==> config.mk <==
export PLATFORM = sky130hd
export DESIGN_NAME = reg_wb_arbiter
export DESIGN_NICKNAME = d
export VERILOG_FILES = /design/src/rtl/reg_wb_arbiter.sv
export SDC_FILE = /design/constraint.sdc
export NUM_CORES = 1
export LEC_CHECK = 0
export ABC_AREA = 1
export CORE_ASPECT_RATIO = 0.6
export CORE_MARGIN = 10
export CORE_UTILIZATION = 45
export DETAILED_ROUTE_END_ITERATION = 12
export DONT_BUFFER_PORTS = 1
export PLACE_DENSITY = 0.59
export SLEW_MARGIN = 0
export SYNTH_ARGS = -nofsm -noshare
export SYNTH_HDL_FRONTEND = slang
export SYNTH_SLANG_ARGS = --single-unit
==> constraint.sdc <==
create_clock -name clk -period 2 [get_ports clk]
set_input_delay 0.5 -clock clk [delete_from_list [all_inputs] [get_ports clk]]
set_output_delay 0.5 -clock clk [all_outputs]
set_load 0.02 [all_outputs]
==> src/rtl/reg_wb_arbiter.sv <==
`timescale 1ns/1ps
// reg_wb_arbiter: two-source writeback arbiter for a register file, with a
// pending-write scoreboard and a saturating conflict counter.
// Optional feature: define WB_RR_ARB_EN for round-robin arbitration on
// conflicts; without it source 0 (ALU) always wins a conflict.
// Address 0 is the hardwired zero register: it is accepted but never written
// and never tracked as busy.
module reg_wb_arbiter #(
    parameter int ADDR_W = 5,
    parameter int DATA_W = 32
) (
    input  logic                     clk,
    input  logic                     reset,
    input  logic                     req0_valid,
    input  logic [ADDR_W-1:0]        req0_addr,
    input  logic [DATA_W-1:0]        req0_data,
    output logic                     req0_ready,
    input  logic                     req1_valid,
    input  logic [ADDR_W-1:0]        req1_addr,
    input  logic [DATA_W-1:0]        req1_data,
    output logic                     req1_ready,
    input  logic                     issue_valid,
    input  logic [ADDR_W-1:0]        issue_rd,
    output logic                     wen,
    output logic [ADDR_W-1:0]        regWAddr,
    output logic [DATA_W-1:0]        regWData,
    output logic [(1<<ADDR_W)-1:0]   busy,
    output logic [15:0]              conflict_cnt
);

    localparam int NREG = 1 << ADDR_W;

    logic                wen_q, wen_d;
    logic [ADDR_W-1:0]   waddr_q, waddr_d;
    logic [DATA_W-1:0]   wdata_q, wdata_d;
    logic [NREG-1:0]     busy_q, busy_d;
    logic [15:0]         cnt_q, cnt_d;
    logic                last_grant_q, last_grant_d;

    logic                both_v;
    logic                pick1_on_conflict;
    logic                accept;
    logic [ADDR_W-1:0]   acc_addr;
    logic [DATA_W-1:0]   acc_data;
    logic                acc_write;
    logic [NREG-1:0]     set_vec;
    logic [NREG-1:0]     clr_vec;

    // Grant selection: a lone request always wins; conflicts resolved by policy.
    always_comb begin
        both_v = req0_valid & req1_valid;
`ifdef WB_RR_ARB_EN
        pick1_on_conflict = ~last_grant_q;
`else
        // Fixed priority ignores history; last_grant is still tracked.
        pick1_on_conflict = 1'b0 & ~last_grant_q;
`endif
        req0_ready = req0_valid & ~(both_v & pick1_on_conflict);
        req1_ready = req1_valid & (~req0_valid | pick1_on_conflict);
        accept     = req0_ready | req1_ready;
        acc_addr   = req1_ready ? req1_addr : req0_addr;
        acc_data   = req1_ready ? req1_data : req0_data;
        acc_write  = accept & (acc_addr != '0);
    end

    // Next-state for write port, scoreboard, conflict counter and grant history.
    always_comb begin
        wen_d        = acc_write;
        waddr_d      = waddr_q;
        wdata_d      = wdata_q;
        if (acc_write) begin
            waddr_d = acc_addr;
            wdata_d = acc_data;
        end

        set_vec = '0;
        clr_vec = '0;
        if (issue_valid) set_vec[issue_rd] = 1'b1;
        if (acc_write)   clr_vec[acc_addr] = 1'b1;
        // Set applied after clear so a new producer wins over a retiring one.
        busy_d    = (busy_q & ~clr_vec) | set_vec;
        busy_d[0] = 1'b0;

        cnt_d = cnt_q;
        if (both_v && (cnt_q != 16'hFFFF)) cnt_d = cnt_q + 16'd1;

        last_grant_d = accept ? req1_ready : last_grant_q;
    end

    // State registers with synchronous reset; reset cycles discard all traffic.
    always_ff @(posedge clk) begin
        if (reset) begin
            wen_q        <= 1'b0;
            waddr_q      <= '0;
            wdata_q      <= '0;
            busy_q       <= '0;
            cnt_q        <= '0;
            last_grant_q <= 1'b1;
        end else begin
            wen_q        <= wen_d;
            waddr_q      <= waddr_d;
            wdata_q      <= wdata_d;
            busy_q       <= busy_d;
            cnt_q        <= cnt_d;
            last_grant_q <= last_grant_d;
        end
    end

    assign wen          = wen_q;
    assign regWAddr     = waddr_q;
    assign regWData     = wdata_q;
    assign busy         = busy_q;
    assign conflict_cnt = cnt_q;

endmodule
* Yosys cells after proc, flatten, opt, wreduce, memory -nomap -nowiden
Cells that the tools add are included.
** Word-level totals
- Register bits after elaboration :: 86
- Input bits :: 84
- Output and inout port bits :: 88
** Operators by class
- Add/subtract/negate cells :: 1
- Magnitude comparators :: 4
- Equality and inequality tests :: 1
- Muxes and demuxes :: 8
- Bitwise gates (word level) :: 8
- Reduce and logical (&&, ||, !) cells :: 4
** Operators with widths (count)
- two-way mux 32 bit :: 3
- AND 32 bit :: 1
- inverter 32 bit :: 1
- OR 32 bit :: 1
- adder 16 x 1 -> 16 bit (second input constant) :: 1
- inequality test 16 bit (second input constant) :: 1
- less-than comparator 5 x 6 -> 1 bit (second input constant) :: 2
- demux 1 bit (select 5 bit) :: 2
- >= comparator 5 x 1 -> 1 bit (second input constant) :: 2
- two-way mux 5 bit :: 1
- nonzero test 5 bit :: 1
- AND 1 bit :: 3
- logical AND 1 bit :: 3
- two-way mux 1 bit :: 2
- inverter 1 bit :: 1
- OR 1 bit :: 1

* Longest topological paths before layout
Gate-level depths: netlist (run 1).
- Depth after elaboration :: 11
- Gate-level depth with buffers :: 12
- Mapped depth without buffers :: 10

* Worst setup path after synthesis (run 1)
OpenSTA, ideal clock, no wires.
- Path kind :: input -> output
- From :: input port req1_valid
- To :: output port req1_ready
- Data arrival time :: 1.258 ns
- Path slack :: 0.242 ns
- Stages on the path :: 4
- Path buffers :: 2
- Path through :: buf_4 -> inv_2 -> nor2_2 -> clkbuf_1
** On the way
- Cells in the longest elaborated chain, start to end :: 1
** Ends and longest elaborated chain
- start, declared :: line 18 : input logic req1_valid,
- AND 1 bit :: line 59 : req1_ready = req1_valid & (~req0_valid | pick1_on_conflict);
- end, declared :: line 21 : output logic req1_ready,
Every way passes these cells.

* Final worst setup path (run 1)
- From :: register cnt_q[0] (netlist: conflict_cnt[0])
- To :: register cnt_q[9] (netlist: conflict_cnt[9])
** On the way
- Cells in the longest elaborated chain, start to end :: 2
- Elaborated cells on any way between the ends :: 3
- Those cells by class :: 1 x add/sub; 1 x eq/ne; 1 x reduce/logical
** Ends and longest elaborated chain
- start, declared :: line 37 : logic [15:0] cnt_q, cnt_d;
- start signal, assigned :: line 104 : cnt_q <= cnt_d;
- branches (longest 2 deep; another with adder 16 x 1 -> 16 bit)
Several ways; the timed one is not identified.
A chain may end at the register's enable or synchronous reset.

==> results of run 1 <==
-- area by class of cell --
class / instances / area (µm²)
clock buffer: 10 / 229.0
multi-input combinational: 529 / 2357
fill: 974 / 4405
sequential: 85 / 1702
tap: 130 / 162.7
clock inverter: 5 / 60.06
timing repair buffer: 32 / 265.3
inverter: 38 / 142.6
-- synth_stat cells --
cell                       count  area, µm²
sky130_fd_sc_hd__nand2_1     276       1036
sky130_fd_sc_hd__dfxtp_1      85       1702
sky130_fd_sc_hd__a21oi_1      81      405.4
sky130_fd_sc_hd__nor2_1       64      240.2
sky130_fd_sc_hd__inv_1        34      127.6
sky130_fd_sc_hd__nand3b_1     33      247.7
sky130_fd_sc_hd__nand3_1      23      115.1
sky130_fd_sc_hd__clkbuf_1     21      78.83
sky130_fd_sc_hd__o21ai_1      14      70.07
sky130_fd_sc_hd__nor3_1       13      65.06
sky130_fd_sc_hd__buf_2         8      40.04
sky130_fd_sc_hd__nand2_2       5      31.28
sky130_fd_sc_hd__xor2_1        5      43.79
sky130_fd_sc_hd__inv_2         4      15.01
sky130_fd_sc_hd__o21ai_0       4      20.02
sky130_fd_sc_hd__buf_1         3      11.26
sky130_fd_sc_hd__buf_4         3      22.52
sky130_fd_sc_hd__xnor2_1       3      26.28
sky130_fd_sc_hd__nand4_1       2      12.51
sky130_fd_sc_hd__nor2_2        2      12.51
sky130_fd_sc_hd__buf_6         1      11.26
sky130_fd_sc_hd__conb_1        1      3.750
sky130_fd_sc_hd__ha_1          1      12.51
sky130_fd_sc_hd__nor3b_1       1      7.510
sky130_fd_sc_hd__o21bai_1      1      7.510
-- metal layers --
metal / up-vias / part of all wire / GRT usage
met5: - / 0 / 0
met4: 0 / 0.0055 / 0.03448
met3: 7 / 0.13 / 0.1059
met2: 130 / 0.43 / 0.2784
met1: 1902 / 0.44 / 0.2272
li1: 2197 / - / -
-- worst reg2reg max path: cells and delay by family (launching register included) --
family                     cells  cell delay [ns]
adders and majority gates      1             0.20
AOI/OAI and AO/OA              2             0.27
and+or+nand+nor                5             0.85
DFF                            1             0.35
-- power by group --
group	total, mW	internal (mW)	switching, mW
Combinational	0.432	0.162	0.271
Clock	1.65	0.968	0.682
Sequential	1.92	1.77	0.153
Total	4.01	2.90	1.11
-- path summary, 6_finish.rpt --
kind	start	endpoint	slack (ns)	depth (start not counted)
worst max-delay path	conflict_cnt[0]	conflict_cnt[9]	0.20	8
worst min-delay path	reset	wen	0.25	1
worst max register to register	conflict_cnt[0]	conflict_cnt[9]	0.20	8
worst min register to register	busy[26]	busy[26]	0.56	2
-- kinds of logic after synthesis --
group | Yosys count | synth area share
other | 1 | 0.0008590
AND/OR/NAND/NOR | 419 | 0.4050
XOR/XNOR | 8 | 0.01605
flip-flops | 85 | 0.3898
adder cells (fa/ha/maj) | 1 | 0.002866
AO/OA/AOI/OAI | 100 | 0.1152
buffers and inverters | 74 | 0.07022
-- registers in the layout, indices dropped and copies added (netlist names) --
signal        cells
conflict_cnt     16
busy             31
wen               1
regWData         32
regWAddr          5
-- per-stage QoR --
| step | cell area [µm²] | utilization | total power [mW] | hold WS (ns) |
|---|---|---|---|---|
| floorplan | 4365 | - | 2.288 | 0.5356 |
| global placement | 4629 | 0.4965 | 2.386 | 0.5550 |
| detailed placement | 4629 | 0.4965 | 2.398 | 0.5550 |
| CTS | 4918 | 0.5275 | 4.042 | 0.2318 |
| global route | 4918 | 0.5275 | 4.188 | 0.2290 |
| finish | 4918 | 0.5275 | 4.006 | 0.2504 |
==> results.md, run 1 <==
Placement:
- Counting tap cells, the placed design contains a total of 814 instances.
- Routability-driven placement finished with a final weighted congestion of ~0.8.
- In this run the tool buffered the top-level ports with 0 buffer cells.
- Timing analysis after detailed placement gives a worst setup slack of ~0.16 ns.
- The detailed-placement wirelength estimate is 10010 µm.

Global route:
- The largest net degree at the start of global routing is 73.
- The number of antenna violations at the first check in global routing came to 0.
- Across every metal layer, demand over resource in global routing totals 0.1846.
- The total global routing overflow is 0.
- The first global-routing pass estimated about 21000 µm of wire.
- The number of global-route vias before repair is 3931.

Setup path:
- On the worst path, the slowest cell contributes a delay of about 0.35 ns.
- The worst path required time is between 2 and 2.5 ns.
- On the critical path, the stage with the largest delay is an instance of sky130_fd_sc_hd__dfxtp_1.
- The critical path capture point type is a register.
- The critical path buffer and inverter count is 0.
- The type of the worst setup path is register to register.
- STA puts the critical path data arrival time at about 2.0 ns.
- The most common cell type on the critical path is sky130_fd_sc_hd__nand2_1.
- The sort of element at the start of the critical path is a register.
- The signal on the critical path passes through ha_1, nand3_1, nor2_1, nand2_1, nand2_1, nand2_1, o21ai_0, a21oi_1.
- In this design, the largest share of critical-path delay is due to simple AND/OR/NAND/NOR gates.
- Of all nets on the critical path, the largest fanout is 13.

Logic synthesis:
- The average cell area after synthesis is 6.345 µm².
- Counting every net in the synthesized netlist gives about 770.
- For this run, the number of Yosys warnings is 0.
- The part of the Yosys area used for sequential elements is 0.3898.
- After synthesis the cells add up to ~4400 µm².
- Counting flops and latches in the post-synthesis netlist gives 85.
- The cell count after synthesis came out at about 690.
- Counting distinct cell types in the post-synthesis netlist gives 25.

Floorplanning:
- In this run the standard cell core region covers ~9300 µm².
- During I/O placement, the number of pins put on the boundary was 172.
- The die covers 14170 µm².
- The floorplan has 27 rows.
- Measured along the y axis, the die boundary spans between 90 and 100 µm.
- The die is between 100 and 150 µm wide.
- The initial utilization of the core area, before any placement, comes to 0.4682.

Clock network:
- The hold buffer count at CTS is 0.
- Counting the buffers created by CTS gives 9.
- The longest clock path from root to sink contains 2 buffers.
- The maximum level of the CTS H-tree is 3.
- The buffers inserted during post-CTS setup optimization is 0.
- The TritonCTS clock tree is yes.
- At the later pin of the worst-skew pair, clock insertion delay measures 0.33 ns.
- The CTS root buffer is sky130_fd_sc_hd__clkbuf_16.
- After clock tree synthesis, the clock-pin slew on the worst setup and hold paths is 0.06 ns.
- The tree built by TritonCTS fans out to 85 sinks.
- Post-CTS repair changed the size of 0 cells.

Route:
- The first routing iteration left about 260 violations.
- The DRC violation count after routing is 0.
- The overall via count from detail_route is about 4200.
- The first TritonRoute pass finished after 5 iterations.
- Using the TritonRoute via totals, the vias-per-cell ratio works out to a little over 5.
- The final layout contains routed wiring with a total length of 13330 µm.
- The detail route stage leaves a number of antenna-violating nets equal to 0.
- In the final routed layout, each cell accounts on average for between 15 and 20 µm.

Job:
- The number of max-cap violations is 0.

Timing:
- The number of hold violations in the final report is 0.
- The upper clock frequency limit is between 500 and 600 MHz.
- The worst setup slack after layout is roughly 0.2 ns.
- The final number of max-transition violations is 0.
- The largest clock skew in the final design is around 0.0034 ns.
- The count of endpoints failing setup in the final report is 0.
- The final cycle utilization of the critical path is 0.8998.
- The pin slew with the least headroom to its limit is between 0.7 and 0.8 ns.
- The total negative setup slack is 0 ns.
- After layout, the minimum clock period comes to ~1.8 ns.
- The remaining max-slew budget at the tightest pin is 0.5296.
- Setup repair after global routing left no endpoint under its margin.

Power:
- The highest ir drop seen on vdd is between 0.0004 and 0.0005 V.
- The static leakage is 2.205 nW.
- The power per cell area is about 810 nW/µm².

Cells and area:
- From synthesis to final layout, the design area changed by 12.67%.
- The share of post-route cells with drive strength above 1 is 0.08298.
- The top cell types in the final layout, fill and taps aside, are sky130_fd_sc_hd__nand2_1 (276), sky130_fd_sc_hd__dfxtp_1 (85), sky130_fd_sc_hd__a21oi_1 (81).
- The library cell used most frequently in the layout, excluding fill and tap cells, is sky130_fd_sc_hd__nand2_1.
- The total inserted antenna cells is 0.
- For this run, the post-layout net count is a little under 800.
- The count of placed standard cells in the final layout, fillers left out is approximately 830.

Run status:
- The flow ran to the end, and the final reports show no timing, DRC or antenna violations.

Min path:
- The path class of the tightest hold or removal check is primary input to register.
Power figures use the tool's default switching activity.
==> run 2: changes to the inputs <==
SETUP_SLACK_MARGIN = 0.3   (was default)
==> results.md, run 2 (synthesized netlist as in run 1, its figures left out) <==
Setup path:
- The end point of the critical path is conflict_cnt[9].
- Data on the critical path arrives at its endpoint at about 1.8 ns.
- The signal on the critical path passes through ha_1, nand3_1, nor2_2, nand2_1, nand2_1, nand2_2, o21ai_0, a21oi_1.
- The most critical setup path has its startpoint at conflict_cnt[0].
- In this design, the stage delay of the slowest critical-path cell is 0.33 ns.
- The critical path is of the register to register type.
- Of all nets on the critical path, the largest fanout is 13.
- The sort of element at the start of the critical path is a register.
- The worst reg2reg path endpoint is conflict_cnt[9].
- The setup slack on the worst flop-to-flop path is 0.44 ns.
- Measured in cells, the most critical reg-to-reg path has a length of 8.
- The most common cell type on the critical path is sky130_fd_sc_hd__nand2_1.
- The worst register-to-register path begins at conflict_cnt[0].
- For the worst setup path, the data required time is 2.22 ns.
- The worst-path cell with the longest stage delay is sky130_fd_sc_hd__dfxtp_2.
- The critical path capture point type is a register.

Cells and area:
- The final core area utilization is 0.5310.
- The net count reported at finish is a little under 800.
- 0 antenna diodes ended up in the layout.
- The leading cell type in the layout, fill and taps excluded is sky130_fd_sc_hd__nand2_1.
- The register with the most flip-flops in the layout has 32 of them.
- The share of post-route cells with drive strength above 1 is 0.08764.
- The area added between synthesis and finish is 13.41%.
- Leaving out fill and tap cells, the most frequent cells in the layout are sky130_fd_sc_hd__nand2_1 (275), sky130_fd_sc_hd__dfxtp_1 (83), sky130_fd_sc_hd__a21oi_1 (81).
- After routing the design area is approximately 5000 µm².

Floorplanning:
- The full die area is between 10000 and 15000 µm².
- The die boundary width is about 150 µm.
- The number of I/O pins is between 150 and 200.
- The number of core rows is 27.
- The die extent in y is between 90 and 100 µm.
- For this configuration, the core starts out at a cell density of 0.4682.
- The area inside the core boundary is about 9300 µm².

Clock network:
- The CTS root buffer is sky130_fd_sc_hd__clkbuf_16.
- The number of clock sinks is 85.
- The hold buffer count at CTS is 0.
- The CTS buffer count is 9.
- Clock-pin slew was measured on the worst setup and hold paths at 0.06 ns.
- TritonCTS built the clock tree.
- The clock passes through at most 2 buffers.
- The H-tree was split into 3 levels.
- At the later pin of the worst-skew pair, clock insertion delay measures roughly 0.34 ns.

Global route:
- For this run, global-route usage on met2 was measured as 0.2683.
- The global routing usage on met1 is 0.2256.
- The number of global-route vias before repair was a little under 4000.
- The number of antenna violations at the first check in global routing came to 0.
- Entering global routing, the biggest net connects 73 pins.
- After global routing, the most crowded layer is met2.
- The global-route wire length before repair is approximately 21000 µm.
- For this run, global-route usage on met3 was measured as 0.09930.
- For this run, the total global-route usage over all layers was measured as 0.1814.
- Global routing finished with a remaining overflow of 0.

Timing:
- The worst setup slack after layout is 0.4385 ns.
- The count of endpoints failing setup in the final report is 0.
- Between clock sinks in the finished design, the worst skew comes to around 0.0042 ns.
- The number of hold violations in the final report was 0.
- Across all hold checks on the routed design, the worst slack comes to approximately 0.24 ns.
- Setup repair after global routing left no endpoint under its margin.
- At the pin with the least slew margin, the transition time is between 0.6 and 0.7 ns.
- In the finished design, the share of the clock period the worst path needs comes to 0.7807.
- The total negative setup slack is 0 ns.
- The post-layout minimum cycle time is between 1.5 and 2 ns.
- In this run the tightest slew margin relative to its limit is 0.5347.
- The final number of max-transition violations is 0.
- The upper clock frequency limit is about 640 MHz.

Placement:
- Once placement finished, the instance area stood at ~4600 µm².
- The post-place setup slack is between 0.1 and 0.15 ns.
- The detailed-placement wirelength estimate is just over 10000 µm.
- The total of buffers placed on input and output ports is 0.
- Routability-driven placement finished with a final weighted congestion of approximately 0.84.

Job:
- The number of max-cap violations is 0.

Run status:
- The run finished with clean final reports.

Route:
- The first routing iteration left 254 violations.
- The iteration count of the initial detailed-routing pass is 4.
- The routed wire length is 13390 µm.
- The count of nets left with antenna violations once routing finished came out at 0.
- The detailed-route vias per instance is just over 5.
- Dividing the detail-routed wire length by the instance count gives 16.21 µm.
- The final route contains 4231 vias.
- For this run, design rule violations remaining after detail routing come to 0.

Min path:
- The startpoint of the worst hold path is reset.
- The classification of the worst-slack hold path is primary input to register.

Power:
- The highest ir drop seen on vdd is approximately 0.00048 V.
- Dividing total power by cell area gives a power density of 828.6 nW/µm².
- For this design the static power due to leakage is around 2.2 nW.
run 2: cell types whose count changed in the layout (fill, tap and decap cells not counted), moves of 2 or more:
cell,delta
sky130_fd_sc_hd__buf_4,-6
sky130_fd_sc_hd__clkinv_4,+2
sky130_fd_sc_hd__dfxtp_2,+2
sky130_fd_sc_hd__dfxtp_1,-2
sky130_fd_sc_hd__nor2_1,-2
sky130_fd_sc_hd__nor2_4,+2
run 2: critical path, delay by kind of cell (launching register included):
family          cells  cell delay, ns
simple gates        5            0.70
fa+ha+maj           1            0.18
compound gates      2            0.24
flops               1            0.33
run 2: layer usage:
| metal | share of wire | vias up |
|---|---|---|
| met1 | 0.45 | 1857 |
| li1 | - | 2198 |
| met2 | 0.41 | 164 |
| met3 | 0.13 | 12 |
| met4 | 0.011 | 0 |
| met5 | 0 | - |
run 2: layout make-up:
cell class / instances / area (µm²)
clock buffers: 10 / 239.0
clock inverters: 6 / 76.32
fillers: 964 / 4373
inverters: 38 / 142.6
multi-input cells: 529 / 2375
flip-flops and latches: 85 / 1704
well taps: 130 / 162.7
repair buffers: 28 / 251.5
run 2: worst min-delay path by stage:
stage | to | slack (ns) | depth (start not counted)
after floorplan | conflict_cnt[0] | 0.51 | 2
after global placement | busy[10] | 0.55 | 2
after detailed placement | busy[10] | 0.55 | 2
after CTS | conflict_cnt[1] | 0.22 | 1
after global routing | conflict_cnt[1] | 0.22 | 1
final | conflict_cnt[1] | 0.24 | 1
run 2: repair_timing:
action	CTS	global route
pin swaps	0	1
setup buffers	0	0
setup endpoints to repair	13	14
resized for setup	1	3
run 2: power by group:
| part | switching [mW] | internal [mW] |
|---|---|---|
| combinational | 0.276 | 0.160 |
| sequential | 0.154 | 1.77 |
| clock | 0.718 | 1.02 |
| total | 1.15 | 2.95 |
run 2: stage by stage:
step,cells,power [mW]
after floorplan,688,2.291
after global placement,810,2.391
after detailed placement,810,2.401
after CTS,826,4.167
after global routing,826,4.299
final,826,4.103
